===== src/rtl/parity_frame_rx.sv =====
// Serial deframer for start/d0..d3/parity/stop frames, sampled on an external bit strobe.
// Reports the nibble, parity mismatch and framing errors, and keeps a saturating error count.
module parity_frame_rx #(
  parameter bit PARITY_ODD = 1'b0,
  parameter int CNT_W      = 8
) (
  input  logic             clk,
  input  logic             rst,
  input  logic             bit_en,
  input  logic             din,
  input  logic             cnt_clr,
  output logic [3:0]       data,
  output logic             valid,
  output logic             parity_err,
  output logic             frame_err,
  output logic [CNT_W-1:0] err_cnt,
  output logic             busy
);

  typedef enum logic [1:0] {IDLE, DATA, PAR, STOP} state_t;

  state_t     state;
  logic [3:0] shift_reg;
  logic [1:0] bit_idx;
  logic       par_rx;

  // Frame state machine; every transition waits for a bit strobe, pulses last one clock.
  always_ff @(posedge clk) begin
    if (rst) begin
      state      <= IDLE;
      shift_reg  <= '0;
      bit_idx    <= '0;
      par_rx     <= 1'b0;
      data       <= '0;
      valid      <= 1'b0;
      parity_err <= 1'b0;
      frame_err  <= 1'b0;
    end else begin
      valid     <= 1'b0;
      frame_err <= 1'b0;
      if (bit_en) begin
        case (state)
          IDLE: begin
            if (!din) begin
              state   <= DATA;
              bit_idx <= 2'd0;
            end
          end
          DATA: begin
            shift_reg[bit_idx] <= din;
            if (bit_idx == 2'd3) state <= PAR;
            else bit_idx <= bit_idx + 2'd1;
          end
          PAR: begin
            par_rx <= din;
            state  <= STOP;
          end
          STOP: begin
            // A bad stop bit leaves data/parity_err from the last good frame untouched.
            if (din) begin
              data       <= shift_reg;
              parity_err <= ((^shift_reg) ^ par_rx) != PARITY_ODD;
              valid      <= 1'b1;
            end else begin
              frame_err  <= 1'b1;
            end
            state <= IDLE;
          end
          default: state <= IDLE;
        endcase
      end
    end
  end

  // Counts the registered error pulses one clock later, so a clear in the pulse cycle wins.
  always_ff @(posedge clk) begin
    if (rst || cnt_clr) begin
      err_cnt <= '0;
    end else if (((valid && parity_err) || frame_err) && (err_cnt != {CNT_W{1'b1}})) begin
      err_cnt <= err_cnt + CNT_W'(1);
    end
  end

  assign busy = (state != IDLE);

endmodule


===== config.mk =====
export PLATFORM = sky130hd
export DESIGN_NAME = parity_frame_rx
export DESIGN_NICKNAME = d
export VERILOG_FILES = /design/src/rtl/parity_frame_rx.sv
export SDC_FILE = /design/constraint.sdc
export NUM_CORES = 1
export LEC_CHECK = 0
export ABC_AREA = 1
export CAP_MARGIN = 20
export CORE_ASPECT_RATIO = 0.8
export CORE_UTILIZATION = 55
export DETAILED_ROUTE_END_ITERATION = 7
export HOLD_SLACK_MARGIN = 0.08
export PLACE_DENSITY_LB_ADDON = 0.12
export SYNTH_ARGS = -nofsm -noshare
export SYNTH_HDL_FRONTEND = slang
export SYNTH_SLANG_ARGS = --single-unit
export TNS_END_PERCENT = 10

===== constraint.sdc =====
create_clock -name clk -period 2.7 [get_ports clk]
set_input_delay 0.405 -clock clk [delete_from_list [all_inputs] [get_ports clk]]
set_output_delay 0.405 -clock clk [all_outputs]
set_load 0.01 [all_outputs]

======== Word-level counts from Yosys, hierarchy flattened ========
Cells that the tools add are included.
word-level totals
  output and inout bits ................... 16
  register bits ........................... 24
cells by class
  add/subtract/negate cells ............... 2
  $lt $le $gt $ge ......................... 2
  equality and inequality tests ........... 8
  multiplexer cells ....................... 11
  reduce and logical (&&, ||, !) cells .... 15
  bitwise logic cells ..................... 3
operator list
  kind                                                                   number
  8-bit by 1-bit adder with 8-bit output, second input constant          1
  2-bit two-way mux                                                      4
  8-bit != test, second input constant                                   1
  2-bit one-hot mux with 4 select lines                                  1
  2-bit == test, second input constant                                   3
  2-bit != test, second input constant                                   3
  3-bit AND reduction                                                    2
  4-bit bitwise mux                                                      1
  2-bit one-hot mux with 2 select lines                                  1
  2-bit AND reduction                                                    2
  4-bit AND reduction                                                    1
  2-bit nonzero test                                                     2
  4-bit XOR reduction                                                    1
  1-bit logical AND                                                      3
  2-bit by 3-bit < comparator with 1-bit output, second input constant   1
  1-bit two-way mux                                                      3
  3-bit OR reduction                                                     1
  2-bit by 1-bit adder with 2-bit output, second input constant          1
  1-bit demux with 2-bit select                                          1
  2-bit by 1-bit == test with 1-bit output, second input constant        1
  2-bit by 1-bit >= comparator with 1-bit output, second input constant  1
  2-bit logical NOT                                                      1
  1-bit logical OR                                                       2
  1-bit inverter                                                         2
  1-bit bitwise XOR                                                      1

======== Longest topological paths before layout ========
Gate-level depths: netlist (run 1).
  depth in word-level cells ............... 5
  mapped depth ............................ 10
  mapped depth without buffers ............ 9

======== Worst setup path before layout (run 1) ========
No wires, ideal clock.
  path kind ............................... register to register
  start point ............................. register err_cnt[1]
  end point ............................... register err_cnt[1]
  buffers on the path ..................... 0
  clock period less this slack ............ 1.263 ns
  data arrival time ....................... 1.150 ns
  cell stages (with the launch flop) ...... 9
  data required time ...................... 2.587 ns
  path slack .............................. 1.437 ns
  cells stage by stage .................... dfxtp_1 > ha_1 > nand2_2 > nor2_4 > nand2_4 > nand2_8 > inv_2 > nor2_1 > nor2_1
on the way
  cells in the longest elaborated chain, start to end .. 2
  elaborated cells between the ends (all ways) .. 3
ends and longest elaborated chain
  element                                                                                         line  source
  start, declared                                                                                 16    output logic [CNT_W-1:0] err_cnt,
  start signal, assigned                                                                          80    err_cnt <= err_cnt + CNT_W'(1);
  parallel branches: the longest is 2 deep, another holds 8-bit by 1-bit adder with 8-bit output  --
Parallel ways; which one is timed is not known.
A chain may end at the register's enable or synchronous reset.

======== Worst setup path in the final report (run 1) ========
  start point ............................. register state[1]
  end point ............................... output port busy
on the way
  cells in the longest elaborated chain, start to end .. 1
ends and longest elaborated chain
  element                 line  source
  start, declared         22    state_t state;
  start signal, assigned  30    state <= IDLE;
  start signal, assigned  45    state <= DATA;
  start signal, assigned  51    if (bit_idx == 2'd3) state <= PAR;
  2-bit nonzero test      84    assign busy = (state != IDLE);
  end, declared           17    output logic busy
No other way between the ends.

==> impl_results.md, run 1 <==
- Clk sinks: 24
- Detailed Place HPWL: 1760 um
- Count of yosys warnings during synthesis: 0
- Number of rows in the core area: 15
- Deepest level of the CTS H-tree: 1
- Wire length of the first global-routing pass: roughly 3800 um
- Clock share of power: 0.290
- Max-cap check violation count: 0
- Post CTS Setup Buffer Count: 0
- Most common library cells after synthesis: 34 x nand2_1, 24 x dfxtp_1, 22 x inv_1
- Floorplan Core Area: around 0.0021 mm^2
- Clock transition at the registers of the reported paths: about 0.13 ns
- Clock latency of the later-clocked register in the worst-skew pair: 0.32 ns
- Final hold violation count: 0
- Vias in the first global route: 901
- Initial antenna violation count: 0
- Vias after detailed routing: 1,085
- Total power draw: about 660 uW
- Slew Viols, Final: 0
- Number of distinct library cells after synthesis: 21
- Total negative setup slack: 0 ns
- Number of flip-flops in the largest register: 8
- Logic gate share of total power: 0.148
- Largest net degree at the start of global routing: 14
- Critical path launch point type: flip-flop
- CP endpoint kind: output port
- Count of antenna diodes in the layout: 0
- Cell count after synthesis: around 170
- Clk buf depth: 2
- Overflow left after global routing: 0
- Worst min-delay path class: flip-flop to flip-flop
- Leakage power of the design: 0.0006134 uW
- Post-synthesis register bit count: 24
- Number of top-level pins: 21
- Sequential-to-total area share from yosys stat: 0.3863
- Port Buffers: 20
- Critical path type: flip-flop to output port
- CTS tree: built
- Fraction of final layout cells with drive strength greater than 1: 0.06349
- Cell internal pwr: between 400 and 500 uW
- Total number of nets in the final design: between 200 and 250
- Netlist Area Pre-Place: 0.001244 mm^2
- Power density cells: between 400 and 500 mW/mm^2
- Worst Path Required: roughly 2.3 ns
- Global routing usage summed across all routing layers: 0.2157
- Switching part of the total: 0.2657
- Cell type contributing the most total cell area after synthesis: dfxtp_1
- Proportion of synthesized flip-flops having asynchronous set or reset: 0
- Synthesized area per cell: ~7.4 um^2
- Number of buffers created by CTS: 3
- Status: finished clean
- PostCTS Resize Cnt: 0
- Number of nets with antenna violations after routing: 0
- Width of the chip: 55.17 um
- Cell with the most instances after synthesis: nand2_1
- Area grow syn2layout: 20.42%
- Initial core utilization: 0.5813
- Dominant cells by area after synthesis: dfxtp_1 39%, nand2_1 10%, ha_1 10%
- Number of remaining DRC errors: 0
- Start point of the worst hold path: par_rx$_SDFFE_PP0P_
- Final worst clock skew: approximately 0.0031 ns
- Top achievable clock speed: ~490 MHz
- Peak supply drop: 407.0 uV
- DIE HEIGHT: around 45 um
- Worst-path maximum fanout: 4
- Final routed wire length divided by cell count: 10.78 um
- Synthesized net count: 183
- Final min period: between 2 and 2.5 ns
- Total of endpoints with negative setup slack in the final report: 0
- Primary FF master, synth: dfxtp_1
- Die outline area: around 0.0025 mm^2
- Slew at the pin with the worst max-slew slack: approximately 0.40 ns
- Routability Congestion: 0.7424
- Endpoint arrival time on the critical path: roughly 1.6 ns
- Post-Route WL: approximately 2300 um
- Number of DRC markers after the initial detailed-route iteration: 23
- RSZ-0062 raised after global routing: no
- Part of the total power dissipated in sequential elements: 0.562
- Post-CTS Hold Fix Bufs: 0
- Worst Setup SP: state[1]$_SDFFE_PP0P_
- Period Utilization, post-route: 0.7483
- Top-area cell type share of the netlist area: 0.3863
- Buffer type at the clock tree root: clkbuf_4
- Switch Pwr: ~180 uW
- Count of flip-flops with a built-in enable after synthesis: 0
- Max transition margin: 0.7325
- Via-to-Cell Ratio: about 5.1
- Beginning of the worst register-to-register path: state[1]$_SDFFE_PP0P_
- First-pass detailed-route iteration total: 5
==> layer usage <==
metal  wire length, um  GRT usage  share of wire  vias to the layer above
li1                  -          -              -                      580
met1              1199     0.2917           0.52                      480
met2               993     0.3325           0.43                       23
met3                98    0.06186          0.042                        2
met4                15    0.06000         0.0065                        0
met5                 0          0              0                        -
==> cell type report <==
class / instances / area (um^2)
tap: 25 / 31.28
multi-input combinational: 116 / 655.6
clock buffer: 4 / 36.28
inverter: 25 / 93.84
fill: 173 / 641.9
sequential: 24 / 480.5
timing repair buffer: 20 / 200.2
==> kinds of logic (layout without fill, tap and decap cells) <==
| family | count (synthesis) | count (layout) | share of synthesized area |
|---|---|---|---|
| flip-flops | 24 | 24 | 0.3863 |
| AND/OR/NAND/NOR | 65 | 65 | 0.2465 |
| AO/OA/AOI/OAI | 37 | 37 | 0.1519 |
| XOR/XNOR | 4 | 4 | 0.02817 |
| adder cells (fa/ha/maj) | 10 | 10 | 0.1006 |
| buffers and inverters | 28 | 49 | 0.08652 |
==> power by group through the flow <==
stage	registers [uW]	logic [uW]	clock network, uW
final	373	98.6	193
after global placement	380	94.8	0
after floorplan	380	67.3	0
after CTS	373	98.6	198
after global routing	375	115	212
after detailed placement	381	97.5	0
==> layout by cell type, fill, tap and decap left out <==
cell and instances:
a21oi_1 19, clkbuf_4 3, clkbuf_8 1, clkdlybuf4s50_1 20
dfxtp_1 24, ha_1 10, inv_1 22, inv_2 3
nand2_1 34, nand2_2 1, nand2_4 1, nand2_8 1
nand3_1 12, nand3b_1 1, nor2_1 11, nor2_4 2
nor3_1 2, o21ai_0 14, o21ai_1 3, o31a_1 1
xnor2_1 2, xor2_1 2
==> critical path, cell delays in order, from the launching register on <==
cell	delay [ns]
dfxtp_1	0.38
inv_1	0.11
ha_1	0.23
inv_1	0.06
clkdlybuf4s50_1	0.52
==> path summary, 6_finish.rpt <==
path	endpoint	slack, ns	cells past startpoint
worst max-delay path	busy	0.68	4
worst min-delay path	par_rx$_SDFFE_PP0P_	0.49	2
worst max register to register	bit_idx[0]$_SDFFE_PP0P_	1.20	8
worst min register to register	par_rx$_SDFFE_PP0P_	0.49	2
==> stage by stage <==
step | hold slack [ns] | worst slack [ns] | util | std cells | cell area (um^2)
finish | 0.4896 | 0.6795 | 0.7000 | 214 | 1498
global route | 0.5341 | 0.5760 | 0.7000 | 214 | 1498
CTS | 0.4863 | 0.6625 | 0.7000 | 214 | 1498
detailed placement | 0.4665 | 1.041 | 0.6830 | 210 | 1461
global placement | 0.4642 | 1.055 | 0.6830 | 210 | 1461
floorplan | 0.4433 | 1.437 | - | 168 | 1244
Power figures use the tool's default switching activity.
==> run 2, diff against run 1 <==
--- a/config.mk
+++ b/config.mk
@@ -8,7 +8,7 @@
 export ABC_AREA = 1
 export CAP_MARGIN = 20
 export CORE_ASPECT_RATIO = 0.8
-export CORE_UTILIZATION = 55
+export CORE_UTILIZATION = 46
 export DETAILED_ROUTE_END_ITERATION = 7
 export HOLD_SLACK_MARGIN = 0.08
 export PLACE_DENSITY_LB_ADDON = 0.12
==> constraint.sdc (replaced) <==
create_clock -name clk -period 1.7 [get_ports clk]
set_input_delay 0.255 -clock clk [delete_from_list [all_inputs] [get_ports clk]]
set_output_delay 0.255 -clock clk [all_outputs]
set_load 0.01 [all_outputs]
==> run 2 against run 1 <==
  * Sequential share of layout area down 0.59 points
  * Wire length grew 14%
  * Worst hold slack gained 0.0038 ns
  * Die area increased by 19%
  * Global-route usage fell by 1.7 points
  * Clock power increased by 120%
==> impl_results.md, run 2 (synthesis results as in run 1) <==
- CP endpoint kind: output port
- Clk sinks: 24
- Max transition margin: 0.6983
- Die outline area: 0.002917 mm^2
- Initial antenna violation count: 0
- Post-Route WL: 2632 um
- Fin util: 0.6145
- Most frequent cells in the layout: 34 x nand2_1, 22 x inv_1, 21 x dfxtp_1, 19 x a21oi_1, 19 x clkdlybuf4s50_1
- Clk buf depth: 2
- Hold-critical path depth: 2
- Routability Congestion: about 0.79
- Largest stage delay, worst path: between 0.5 and 0.6 ns
- Register Area: around 480 um^2
- Critical path launch point type: flip-flop
- Final min period: approximately 1.6 ns
- Floorplan Core Area: 0.002502 mm^2
- Footprint of the multi-input gates: 655.6 um^2
- Buffer type at the clock tree root: clkbuf_4
- Detailed Place HPWL: ~2000 um
- Width of the chip: about 60 um
- Slew Viols, Final: 0
- Clock transition at the registers of the reported paths: between 0.1 and 0.15 ns
- Overflow left after global routing: 0
- Total number of nets in the final design: ~200
- Switching part of the total: 0.2532
- Critical path type: flip-flop to output port
- Area grow syn2layout: 23.64%
- Clock latency of the later-clocked register in the worst-skew pair: 0.34 ns
- Met2 capacity usage during global routing: 0.3022
- Met3 Use GR: 0.05615
- Final hold violation count: 0
- Cell internal pwr: about 900 uW
- Final worst clock skew: roughly 0.0096 ns
- Deepest level of the CTS H-tree: 1
- Via-to-Cell Ratio: 4.942
- Count of buffer and inverter cells on the critical path: 1
- Period Utilization, post-route: 0.9478
- Worst min-delay path class: flip-flop to flip-flop
- Critical-path top delay cell: clkdlybuf4s50_1
- Logic gate share of total power: 0.135
- Total number of cells along the worst setup path: 1
- RSZ-0062 raised after global routing: no
- Global routing usage summed across all routing layers: 0.1990
- Number of buffers created by CTS: 3
- Number of DRC markers after the initial detailed-route iteration: 33
- Power density cells: between 700 and 800 mW/mm^2
- Top achievable clock speed: between 600 and 700 MHz
- Fraction of final layout cells with drive strength greater than 1: 0.08421
- Total negative setup slack: 0 ns
- Number of remaining DRC errors: 0
- Vias in the first global route: ~1,000
- Top Usage Layer GRT: met2
- Final routed wire length divided by cell count: around 12 um
- Port Buffers: 20
- Vias after detailed routing: 1,117
- Worst-path maximum fanout: 5
- Status: finished clean
- Clock share of power: 0.363
- Worst Path Required: between 1 and 1.5 ns
- Number of flip-flops in the largest register: 8
- Max-cap check violation count: 0
- Count of antenna diodes in the layout: 0
- Peak supply drop: slightly below 800 uV
- Initial core utilization: 0.4970
- Fill cell count: about 240
- Post CTS Setup Buffer Count: 0
- Post-CTS Hold Fix Bufs: 0
- Most common cell after layout, fill and taps aside: nand2_1
- Leakage power of the design: between 0.0006 and 0.0007 uW
- CTS tree: built
- Crit path max-delay family: buffers and inverters
- DIE HEIGHT: between 40 and 50 um
- Total of endpoints with negative setup slack in the final report: 0
- Number of nets with antenna violations after routing: 0
- Register-to-Register Path Depth: 8
- Number of rows in the core area: 16
- Endpoint arrival time on the critical path: 1.36 ns
- Largest net degree at the start of global routing: 15
- Cell-by-cell listing of the critical path: clkdlybuf4s50_1
- Number of top-level pins: 21
- Slew at the pin with the worst max-slew slack: ~0.45 ns
- Wire length of the first global-routing pass: 4305 um
- First-pass detailed-route iteration total: 5
- Switch Pwr: 299.5 uW
- Global routing met1 resource utilization: 0.2663
- Part of the total power dissipated in sequential elements: 0.502
==> run 2: cell count changes in the layout (fill, tap and decap cells not counted) <==
| cell | change |
|---|---|
| bufinv_16 | +1 |
| clkbuf_8 | -1 |
| dfxtp_2 | +3 |
| buf_4 | +1 |
| clkdlybuf4s50_1 | -1 |
| dlygate4sd2_1 | +1 |
| dfxtp_1 | -3 |
==> run 2: timing repair <==
| action | in CTS | in global routing |
|---|---|---|
| gates resized for setup | 3 | 1 |
| endpoints found under the setup margin | 1 | 1 |
| gates cloned | 0 | 0 |
==> run 2: layer usage <==
metal  wire length, um  vias up
met5                 0        -
li1                  -      583
met2              1208       22
met1              1298      507
met4                38        0
met3                86        5
==> run 2: path summary, 6_finish.rpt <==
| check | startpoint | end | slack (ns) |
|---|---|---|---|
| min reg2reg | par_rx$_SDFFE_PP0P_ | par_rx$_SDFFE_PP0P_ | 0.49 |
| min | par_rx$_SDFFE_PP0P_ | par_rx$_SDFFE_PP0P_ | 0.49 |
| max reg2reg | state[1]$_SDFFE_PP0P_ | bit_idx[1]$_SDFFE_PP0P_ | 0.16 |
| max | err_cnt[4]$_SDFFE_PP0P_ | err_cnt[4] | 0.09 |
==> run 2: power groups by stage <==
stage,clock network (uW),logic [uW],registers (uW)
global placement,0,153,604
finish,429,159,594
global route,471,181,597
CTS,439,160,594
floorplan,0,107,603
detailed placement,0,162,605
==> run 2: cell type report <==
cell class / instances / area share
multi-input combinational: 116 / 0.4264
sequential: 24 / 0.3149
timing repair buffer: 21 / 0.1343
inverter: 25 / 0.06103
tap: 36 / 0.02929
clock inverter: 1 / 0.01953
clock buffer: 3 / 0.01465
==> run 2: per-stage QoR <==
stage	worst slack (ns)	hold WS [ns]	instance area, um^2	instances	total power, uW
3_3_place_gp	0.2197	0.4640	1483	222	757.1
2_1_floorplan	0.4368	0.3241	1244	168	710.4
5_1_grt	0.02557	0.5187	1538	226	1249
3_5_place_dp	0.1729	0.4710	1483	222	766.9
6_report	0.08867	0.4934	1538	226	1183
4_1_cts	0.04344	0.4904	1536	226	1194
==> run 3, diff against run 2 <==
--- a/config.mk
+++ b/config.mk
@@ -9,6 +9,7 @@
 export CAP_MARGIN = 20
 export CORE_ASPECT_RATIO = 0.8
 export CORE_UTILIZATION = 46
+export CTS_CLUSTER_DIAMETER = 120
 export DETAILED_ROUTE_END_ITERATION = 7
 export HOLD_SLACK_MARGIN = 0.08
 export PLACE_DENSITY_LB_ADDON = 0.12
==> results of run 3 <==
No change in the layout: final DEF, timing and power equal those of run 2.
